## src/rtl/turf_fragment_gen_mc.sv

```systemverilog
// Event fragmenter: arbitrates NCHAN ctrl/data channel pairs and emits a UDP header,
// a tag beat and the payload beats of each fragment, flagging beat-count mismatches.
module turf_fragment_gen_mc #(
  parameter int          NCHAN    = 2,
  parameter logic [15:0] CONSTANT = 16'hDA7A
) (
  input  logic                 aclk,
  input  logic                 areset,
  input  logic [9:0]           nfragment_count_i,
  input  logic [NCHAN*32-1:0]  s_ctrl_tdata,
  input  logic [NCHAN-1:0]     s_ctrl_tvalid,
  output logic [NCHAN-1:0]     s_ctrl_tready,
  input  logic [NCHAN*64-1:0]  s_data_tdata,
  input  logic [NCHAN*8-1:0]   s_data_tkeep,
  input  logic [NCHAN-1:0]     s_data_tlast,
  input  logic [NCHAN-1:0]     s_data_tvalid,
  output logic [NCHAN-1:0]     s_data_tready,
  output logic [15:0]          m_hdr_tdata,
  output logic [4:0]           m_hdr_tdest,
  output logic                 m_hdr_tvalid,
  input  logic                 m_hdr_tready,
  output logic [63:0]          m_payload_tdata,
  output logic [7:0]           m_payload_tkeep,
  output logic                 m_payload_tuser,
  output logic                 m_payload_tlast,
  output logic                 m_payload_tvalid,
  input  logic                 m_payload_tready,
  output logic                 err_o,
  output logic [15:0]          err_count_o
);

  typedef enum logic [1:0] {StIdle, StHeader, StTag, StStream} state_t;

  state_t      r_state;
  logic [4:0]  r_chan, r_last_grant;
  logic [11:0] r_addr;
  logic [19:0] r_len, r_rem, r_total;
  logic [9:0]  r_nfrag, r_frag_num, r_frag_beats;
  logic        r_last, r_err;
  logic [15:0] r_err_count;

  logic        w_grant_found;
  logic [4:0]  w_grant;
  logic [31:0] w_ctrl_word;
  logic [63:0] w_sel_tdata;
  logic [7:0]  w_sel_tkeep;
  logic        w_sel_tlast, w_sel_tvalid;
  logic [20:0] w_rem_sum, w_len_sum;
  logic [10:0] w_nfrag_p1;
  logic        w_fits, w_frag_last, w_beat;
  logic [19:0] w_payload;

  // Round robin: lowest valid channel above last_grant, else lowest valid overall.
  always_comb begin
    w_grant_found = 1'b0;
    w_grant       = '0;
    for (int j = NCHAN - 1; j >= 0; j--) begin
      if (s_ctrl_tvalid[j] && (5'(j) > r_last_grant)) begin
        w_grant_found = 1'b1;
        w_grant       = 5'(j);
      end
    end
    if (!w_grant_found) begin
      for (int j = NCHAN - 1; j >= 0; j--) begin
        if (s_ctrl_tvalid[j]) begin
          w_grant_found = 1'b1;
          w_grant       = 5'(j);
        end
      end
    end
  end

  always_comb begin
    w_ctrl_word   = '0;
    w_sel_tdata   = '0;
    w_sel_tkeep   = '0;
    w_sel_tlast   = 1'b0;
    w_sel_tvalid  = 1'b0;
    s_ctrl_tready = '0;
    s_data_tready = '0;
    for (int j = 0; j < NCHAN; j++) begin
      if (w_grant == 5'(j)) w_ctrl_word = s_ctrl_tdata[j*32 +: 32];
      if (r_chan == 5'(j)) begin
        w_sel_tdata  = s_data_tdata[j*64 +: 64];
        w_sel_tkeep  = s_data_tkeep[j*8 +: 8];
        w_sel_tlast  = s_data_tlast[j];
        w_sel_tvalid = s_data_tvalid[j];
      end
      s_ctrl_tready[j] = (r_state == StIdle) && w_grant_found && (w_grant == 5'(j));
      s_data_tready[j] = (r_state == StStream) && (r_chan == 5'(j)) && m_payload_tready;
    end
  end

  // Fragment sizing; an exhausted remaining count on a non-empty event yields an
  // empty, non-final fragment so overlong data keeps streaming.
  always_comb begin
    w_rem_sum   = {1'b0, r_rem} + 21'd7;
    w_len_sum   = {1'b0, r_len} + 21'd7;
    w_nfrag_p1  = {1'b0, r_nfrag} + 11'd1;
    w_fits      = {7'd0, w_nfrag_p1} >= w_rem_sum[20:3];
    w_frag_last = w_fits && !((r_rem == 20'd0) && (r_len != 20'd0));
    w_payload   = w_fits ? r_rem : {6'd0, w_nfrag_p1, 3'b000};
    w_beat      = (r_state == StStream) && w_sel_tvalid && m_payload_tready;
  end

  always_comb begin
    m_hdr_tvalid     = (r_state == StHeader);
    m_hdr_tdata      = w_payload[15:0] + 16'd8;
    m_hdr_tdest      = r_chan;
    m_payload_tuser  = 1'b0;
    m_payload_tvalid = 1'b0;
    m_payload_tdata  = '0;
    m_payload_tkeep  = '0;
    m_payload_tlast  = 1'b0;
    unique case (r_state)
      StTag: begin
        m_payload_tvalid = 1'b1;
        m_payload_tdata  = {CONSTANT, r_last, r_chan, r_frag_num, r_addr, r_len};
        m_payload_tkeep  = 8'hFF;
        m_payload_tlast  = (r_len == 20'd0);
      end
      StStream: begin
        m_payload_tvalid = w_sel_tvalid;
        m_payload_tdata  = w_sel_tdata;
        m_payload_tkeep  = w_sel_tkeep;
        m_payload_tlast  = w_sel_tlast;
      end
      default: ;
    endcase
  end

  always_ff @(posedge aclk) begin
    if (areset) begin
      r_state      <= StIdle;
      r_chan       <= '0;
      r_last_grant <= 5'(NCHAN - 1);
      r_addr       <= '0;
      r_len        <= '0;
      r_rem        <= '0;
      r_total      <= '0;
      r_nfrag      <= '0;
      r_frag_num   <= '0;
      r_frag_beats <= '0;
      r_last       <= 1'b0;
      r_err        <= 1'b0;
      r_err_count  <= '0;
    end else begin
      r_err <= 1'b0;
      unique case (r_state)
        StIdle: if (w_grant_found) begin
          r_chan       <= w_grant;
          r_last_grant <= w_grant;
          r_addr       <= w_ctrl_word[31:20];
          r_len        <= w_ctrl_word[19:0];
          r_rem        <= w_ctrl_word[19:0];
          r_nfrag      <= nfragment_count_i;
          r_frag_num   <= '0;
          r_total      <= '0;
          r_state      <= StHeader;
        end
        StHeader: if (m_hdr_tready) begin
          r_last  <= w_frag_last;
          r_rem   <= r_rem - w_payload;
          r_state <= StTag;
        end
        StTag: if (m_payload_tready) begin
          r_frag_num   <= r_frag_num + 10'd1;
          r_frag_beats <= '0;
          r_state      <= (r_len == 20'd0) ? StIdle : StStream;
        end
        StStream: if (w_beat) begin
          r_total <= r_total + 20'd1;
          if (w_sel_tlast) begin
            r_state <= StIdle;
            if ((r_total + 20'd1) != {2'b00, w_len_sum[20:3]}) begin
              r_err <= 1'b1;
              if (r_err_count != 16'hFFFF) r_err_count <= r_err_count + 16'd1;
            end
          end else if (r_frag_beats == r_nfrag) begin
            r_state <= StHeader;
          end else begin
            r_frag_beats <= r_frag_beats + 10'd1;
          end
        end
        default: r_state <= StIdle;
      endcase
    end
  end

  assign err_o       = r_err;
  assign err_count_o = r_err_count;

endmodule
```

## config.mk

```make
export PLATFORM = sky130hd
export DESIGN_NAME = turf_fragment_gen_mc
export DESIGN_NICKNAME = d
export VERILOG_FILES = /design/src/rtl/turf_fragment_gen_mc.sv
export SDC_FILE = /design/constraint.sdc
export NUM_CORES = 1
export LEC_CHECK = 0
export BUFFER_PORTS_ARGS = -buffer_cell sky130_fd_sc_hd__buf_2
export CAP_MARGIN = 30
export CORE_MARGIN = 2
export CORE_UTILIZATION = 45
export CTS_CLUSTER_DIAMETER = 30
export DETAILED_ROUTE_END_ITERATION = 10
export MAX_ROUTING_LAYER = met4
export PLACE_DENSITY = 0.73
export SYNTH_ARGS = -nofsm -noshare
export SYNTH_HDL_FRONTEND = slang
export SYNTH_SLANG_ARGS = --single-unit
export TNS_END_PERCENT = 5
```

## constraint.sdc

```tcl
create_clock -name aclk -period 8.7 [get_ports aclk]
set_input_delay 0 -clock aclk [delete_from_list [all_inputs] [get_ports aclk]]
set_output_delay 0 -clock aclk [all_outputs]
set_load 0.02 [all_outputs]
```

==> results.yml, run 1 <==
status:
  run_status: "completed"
floorplanning:
  std_cell_rows: 54
  initial_core_util_pct: 45.79
  dieArea_um2: 23340
  die_width_um: 152.8
  die-height_um: 152.8
  design.portCount: 346
  core-area_um2: 21760
flow_run:
  drv_cap: 0
cells_and_area:
  area_growth_syn_to_layout_pct: 28.39
  layout-drive-gt1-share_pct: 24.73
  mostFrequentLayoutCells: "sky130_fd_sc_hd__buf_2, sky130_fd_sc_hd__nand2_1, sky130_fd_sc_hd__nor2_1, sky130_fd_sc_hd__dfxtp_1, sky130_fd_sc_hd__mux2i_1"
  fin_nets: 1888
  final_common_cell: "sky130_fd_sc_hd__buf_2"
pwr:
  switch_share_pct: 43.18
  power_frac_clock_pct: 26.9
  p_switching_uw: 1292
  p_seq_share_pct: 27.3
  max-vdd-ir-drop_v: 0.0001697
  power_density_nw_per_um2: 234.0
  cellInternalPower_uw: 1700
  total_leakage_power_uw: 0.005926
  comb_power_share_pct: 45.8
timing:
  rsz0062_at_grt: "no"
  finalWorstSetupSlack_ns: 2.383
  final-hold-violation-count: 0
  setup_viol: 0
  maxSlewViolCount: 0
  worst_slew_margin_rel_pct: 40.25
  min_period_over_period_pct: 72.61
  fmax_mhz: 158.3
  worstMarginPinSlew_ns: 0.8963
  final.setup_skew_ns: 0.01035
  period_minus_ws_final_ns: 6.317
  finalSetupTns_ns: 0
global_routing:
  grtUsageTotal_pct: 34.28
  via_count_of_the_first_global_routing_pass: 10360
  grt_max_degree: 75
  first_pass_grt_wire_length_mm: 61.16
  grt_antenna_before_repair: 5
  overflow: 0
cts:
  clockRootBuffer: "sky130_fd_sc_hd__clkbuf_16"
  postCtsSetupRepairBufs: 0
  cts_max_path_buffers: 2
  cts_inserted_buffers: 17
  ctsHtreeMaxLevel: 4
  clkTransAtPathRegs_ns: 0.06
  cts_tree: "done"
  worstSkewPairLatency_ns: 0.43
  numClockSinks: 124
setup_path:
  start_to_end_type_of_the_worst_setup_path: "reg -> reg"
  endpoint_kind: "flip-flop"
  cp_slowest_stage_delay_ns: 0.65
  cp_cell_sequence: "nand3_1 > nor3_2 > nand3_1 > xor2_1 > ha_1 > nand2_1 > nor2_1 > a31oi_1 > o21ai_0 > nand2_1 > mux2i_1 > ha_1 > a21oi_1 > nor2_1 > nor2_1 > o21ai_0 > a21oi_1 > o31a_1 > nor2_1 > or4_1 > a31oi_1"
  critical_path.slowest_cell: "sky130_fd_sc_hd__nor3_2"
  critical_path_required_ns: 9.05
  worst_setup_path_start_kind: "flip-flop"
  most_frequent_cell_on_the_critical_path: "sky130_fd_sc_hd__nor2_1"
  crit_fanout: 17
  crit_arrival_ns: 6.67
routing:
  detail_route.wirelength_mm: 40.27
  drt_pre_antenna_iters: 8
  post_drt_wl_per_cell_um: 20.85
  vias: 11440
  final_antenna_net_count: 0
  drc_errors: 0
  routed_via_density: 5.922
  drt-initial-drc-count: 1122
logic_synthesis:
  synth-edff-count: 0
  synth-main-ff-cell: "sky130_fd_sc_hd__dfxtp_1"
  post_synthesis_cell_type_count: 72
  synthArstFlopShare_pct: 0
  synthesis.instances: 1316
  syn-mean-instance-area_um2: 7.570
  synth-seq-cells: 124
  mappedNetlistArea_um2: 9962
  sequential_area_share_after_synthesis_pct: 24.92
  synth_warnings: 0
placed_design:
  routability_congestion: 0.9618
  dpl.hpwl_mm: 30.75
  place_ws_ns: 2.595
  buffer_ports.inserted: 339
hold_path:
  hold_class: "in -> reg"
==> layout make-up <==
cell class	count	area, µm²
antenna	5	12.51
clock buffer	24	513.0
clock inverter	8	152.6
fill	2062	8966
inverter	14	52.55
multi-input combinational	1089	7071
sequential	124	2491
tap	280	350.3
timing repair buffer	387	2147
==> state kept, by name (all words and copies together) (netlist names) <==
| register | count |
|---|---|
| r_nfrag | 10 |
| err_o | 1 |
| m_hdr_tdest | 1 |
| r_state | 2 |
| r_last_grant | 1 |
| r_rem | 20 |
| r_len | 20 |
| r_total | 20 |
| err_count_o | 16 |
| r_last | 1 |
| r_frag_num | 10 |
| r_addr | 12 |
| r_frag_beats | 10 |
==> logic make-up after synthesis <==
kind of cell | share of synthesized area, %
XOR/XNOR | 8.314
other | 0.07539
multiplexers | 10.66
buffers and inverters | 4.434
AO/OA/AOI/OAI | 21.99
adder cells (fa/ha/maj) | 3.391
flip-flops | 24.92
AND/OR/NAND/NOR | 26.21
==> Yosys cell counts (3+ instances only) <==
cell type	n	area [µm²]
sky130_fd_sc_hd__a2111oi_0	3	26.28
sky130_fd_sc_hd__a211o_1	3	26.28
sky130_fd_sc_hd__a211oi_1	24	180.2
sky130_fd_sc_hd__a21boi_0	22	165.2
sky130_fd_sc_hd__a21o_1	10	75.07
sky130_fd_sc_hd__a21oi_1	85	425.4
sky130_fd_sc_hd__a22oi_1	17	127.6
sky130_fd_sc_hd__a31oi_1	11	68.82
sky130_fd_sc_hd__and2_1	12	75.07
sky130_fd_sc_hd__and3_1	18	112.6
sky130_fd_sc_hd__and4_1	13	113.9
sky130_fd_sc_hd__buf_1	12	45.04
sky130_fd_sc_hd__buf_2	5	25.02
sky130_fd_sc_hd__buf_4	8	60.06
sky130_fd_sc_hd__clkbuf_1	69	259.0
sky130_fd_sc_hd__dfxtp_1	124	2482
sky130_fd_sc_hd__ha_1	27	337.8
sky130_fd_sc_hd__inv_1	13	48.80
sky130_fd_sc_hd__mux2_1	7	78.83
sky130_fd_sc_hd__mux2i_1	96	960.9
sky130_fd_sc_hd__nand2_1	174	653.1
sky130_fd_sc_hd__nand2b_1	10	62.56
sky130_fd_sc_hd__nand3_1	47	235.2
sky130_fd_sc_hd__nand4_1	19	118.9
sky130_fd_sc_hd__nor2_1	136	510.5
sky130_fd_sc_hd__nor2b_1	10	62.56
sky130_fd_sc_hd__nor3_1	35	175.2
sky130_fd_sc_hd__nor3b_1	4	30.03
sky130_fd_sc_hd__nor4_1	19	118.9
sky130_fd_sc_hd__nor4b_1	4	35.03
sky130_fd_sc_hd__o211a_1	44	440.4
sky130_fd_sc_hd__o211ai_1	4	30.03
sky130_fd_sc_hd__o21a_1	6	45.04
sky130_fd_sc_hd__o21ai_0	47	235.2
sky130_fd_sc_hd__o21ai_1	4	20.02
sky130_fd_sc_hd__o21bai_1	3	22.52
sky130_fd_sc_hd__o31a_1	3	26.28
sky130_fd_sc_hd__o31ai_1	8	60.06
sky130_fd_sc_hd__or2_2	3	18.77
sky130_fd_sc_hd__or3_1	18	112.6
sky130_fd_sc_hd__or4_1	11	82.58
sky130_fd_sc_hd__xnor2_1	56	490.5
sky130_fd_sc_hd__xor2_1	36	315.3
==> critical path: cells and delay by family, from the launching register on <==
family / cells / cell delay (ns)
compound gates: 7 / 1.59
flops: 1 / 0.49
simple gates: 10 / 2.83
fa+ha+maj: 2 / 0.66
xor+xnor: 1 / 0.19
mux: 1 / 0.49
==> power by group through the flow <==
stage	Clock [µW]	Combinational, µW	Sequential (µW)
2_1_floorplan	0	1000	720
3_3_place_gp	0	1320	818
3_5_place_dp	0	1320	821
4_1_cts	812	1340	810
5_1_grt	835	1500	828
6_report	806	1370	818
==> path summary, 6_finish.rpt <==
| kind | start | to | slack [ns] | depth (start not counted) |
|---|---|---|---|---|
| setup reg to reg | r_rem[3] | r_rem[17] | 2.38 | 21 |
| setup / recovery | r_rem[3] | r_rem[17] | 2.38 | 21 |
| hold / removal | s_ctrl_tdata[16] | r_len[16] | 0.007 | 4 |
| hold reg to reg | r_addr[1] | r_addr[1] | 0.44 | 2 |
==> per-layer routing <==
metal	part of all wire [%]	track usage (%)	vias up
li1	-	-	5415
met1	43	45.75	5403
met2	46	52.74	550
met3	7.9	5.631	67
met4	2.7	11.73	0
met5	0	-	-
==> per-stage QoR <==
step	utilization [%]	instance area, µm²	hold WS (ns)	cells	power (µW)
final	58.79	12790	0.007347	1931	2993
after global routing	58.79	12790	0.01432	1931	3164
after CTS	58.73	12780	0.002167	1926	2967
after detailed placement	54.15	11780	0.2321	1861	2140
after global placement	54.03	11750	0.2303	1858	2136
after floorplan	-	9981	0.1287	1321	1723
==> repair_timing <==
action / in CTS / in global routing
resized for setup: 0 / 0
hold buffers: 33 / 0
endpoints found under the hold margin: 22 / 0
Note: power is estimated with default switching activity, not from simulation.
==> run 2: changes to the inputs <==
==> constraint.sdc (replaced) <==
create_clock -name aclk -period 6.1 [get_ports aclk]
set_input_delay 0 -clock aclk [delete_from_list [all_inputs] [get_ports aclk]]
set_output_delay 0 -clock aclk [all_outputs]
set_load 0.02 [all_outputs]
==> run 2 against run 1 <==
  * Sequential power grew 41%
  * Via count grew 0.64%
  * Utilization grew 0.30 points
  * Wire length grew 0.27%
==> results.yml, run 2 (same netlist as run 1, synthesis figures left out) <==
cts:
  clockRootBuffer: "sky130_fd_sc_hd__clkbuf_16"
  worstSkewPairLatency_ns: 0.43
  cts_inserted_buffers: 17
  cts_max_path_buffers: 2
  ctsHtreeMaxLevel: 4
  clkTransAtPathRegs_ns: 0.06
  numClockSinks: 124
  cts_tree: "done"
global_routing:
  grt_max_degree: 82
  grt_antenna_before_repair: 6
  via_count_of_the_first_global_routing_pass: 10650
  grtUsageTotal_pct: 34.57
  first_pass_grt_wire_length_mm: 62.02
  overflow: 0
timing:
  maxSlewViolCount: 0
  setup_viol: 0
  fmax_mhz: 174.5
  final.setup_skew_ns: 0.01203
  min_period_over_period_pct: 93.93
  worstMarginPinSlew_ns: 0.8525
  finalSetupTns_ns: 0
  rsz0062_at_grt: "no"
  period_minus_ws_final_ns: 5.730
  final-hold-violation-count: 0
  worst_slew_margin_rel_pct: 42.64
setup_path:
  worst_setup_path_start_kind: "flip-flop"
  critical_path.startpoint: "r_rem[3]"
  start_to_end_type_of_the_worst_setup_path: "reg -> reg"
  crit_arrival_ns: 6.08
  startpoint_of_the_worst_slack_reg_to_reg_timing_path: "r_rem[3]"
  critical_path.slowest_cell: "sky130_fd_sc_hd__or4_1"
  cp_cell_sequence: "nand3_1 > nor3_4 > nand3_1 > xor2_1 > ha_1 > a21oi_1 > o21ai_0 > a31oi_1 > o21ai_1 > nand2_1 > mux2i_1 > ha_1 > a21oi_1 > nor2_1 > nor2_1 > o21ai_0 > a21oi_1 > o31a_1 > nor2_1 > or4_1 > a31oi_1"
  crit_fanout: 10
  critical_path_required_ns: 6.45
  cp_slowest_stage_delay_ns: 0.51
  endpoint_kind: "flip-flop"
routing:
  post_drt_wl_per_cell_um: 20.82
  detail_route.wirelength_mm: 40.37
  drc_errors: 0
  final_antenna_net_count: 0
  drt_pre_antenna_iters: 6
  drt-initial-drc-count: 1201
  vias: 11510
  routed_via_density: 5.935
status:
  run_status: "completed"
cells_and_area:
  mostFrequentLayoutCells: "sky130_fd_sc_hd__buf_2, sky130_fd_sc_hd__nand2_1, sky130_fd_sc_hd__nor2_1, sky130_fd_sc_hd__dfxtp_1, sky130_fd_sc_hd__mux2i_1"
  finish.utilization_pct: 59.09
  largestRegisters: "r_len x20, r_rem x20, r_total x20"
  fillCellCount: 2067
  area_of_the_multi_input_gates_um2: 7077
  seqCellArea_um2: 2491
  layout-drive-gt1-share_pct: 24.82
  area_growth_syn_to_layout_pct: 29.04
  fin_nets: 1894
  final_common_cell: "sky130_fd_sc_hd__buf_2"
floorplanning:
  die-height_um: 152.8
  design.portCount: 346
  die_width_um: 152.8
  std_cell_rows: 54
  dieArea_um2: 23340
  core-area_um2: 21760
  initial_core_util_pct: 45.79
hold_path:
  hold_class: "in -> reg"
  holdCritStartpoint: "m_hdr_tready"
pwr:
  max-vdd-ir-drop_v: 0.0002471
  post-layout-total-power_uw: 4298
  total_leakage_power_uw: 0.005955
  power_density_nw_per_um2: 334.4
placed_design:
  buffer_ports.inserted: 339
  routability_congestion: 1.010
  dpl.hpwl_mm: 31.07
flow_run:
  drv_cap: 0
## run 2: per-stage QoR
stage | hold slack [ns] | cell area (µm²) | cells | setup slack [ns]
floorplan | 0.1287 | 9981 | 1321 | 0.9690
global placement | 0.2315 | 11760 | 1859 | 0.4085
detailed placement | 0.2330 | 11790 | 1862 | 0.2113
CTS | 0.01262 | 12820 | 1931 | 0.1676
global route | 0.03107 | 12850 | 1936 | 0.05619
finish | 0.02348 | 12850 | 1939 | 0.3704
## run 2: worst paths after layout
| kind | endpoint | slack (ns) | depth (start not counted) |
|---|---|---|---|
| worst min register to register | r_addr[1] | 0.44 | 2 |
| worst max register to register | r_rem[17] | 0.37 | 21 |
| worst min-delay path | r_rem[18] | 0.02 | 4 |
| worst max-delay path | r_rem[17] | 0.37 | 21 |
## run 2: area by class of cell
type / instances / share of cell area, %
diodes: 7 / 0.1363
flip-flops and latches: 124 / 19.38
clock inverters: 12 / 1.625
well taps: 280 / 2.725
inverters: 14 / 0.4088
multi-input cells: 1089 / 55.05
clock buffers: 20 / 3.553
repair buffers: 393 / 17.12
## run 2: worst max-delay path: cells and delay by family, from the launching register on
family                     cells  cell delay, ns
DFF                            1            0.50
AOI/OAI and AO/OA              9            1.75
adders and majority gates      2            0.65
muxes                          1            0.38
xor gates and xnor gates       1            0.16
and+or+nand+nor                8            2.18
## run 2: power by group
group,leakage (µW),total (µW),switching (µW),internal [µW]
Sequential,0.00101,1150,234,920
Clock,0.000317,1160,407,751
Combinational,0.00462,1990,1220,762
## run 2: repair_timing
item	4_1_cts	5_1_grt
setup endpoints to repair	0	11
hold endpoints to repair	25	0
hold buffers	37	0
resized for setup	0	2
setup buffers	0	0
## run 2: layer usage
metal	track usage, %	wire [µm]	up-vias
met5	-	0	-
met4	11.29	1368	0
met3	6.712	3301	84
met2	54.60	18640	547
met1	44.55	17070	5461
li1	-	-	5416
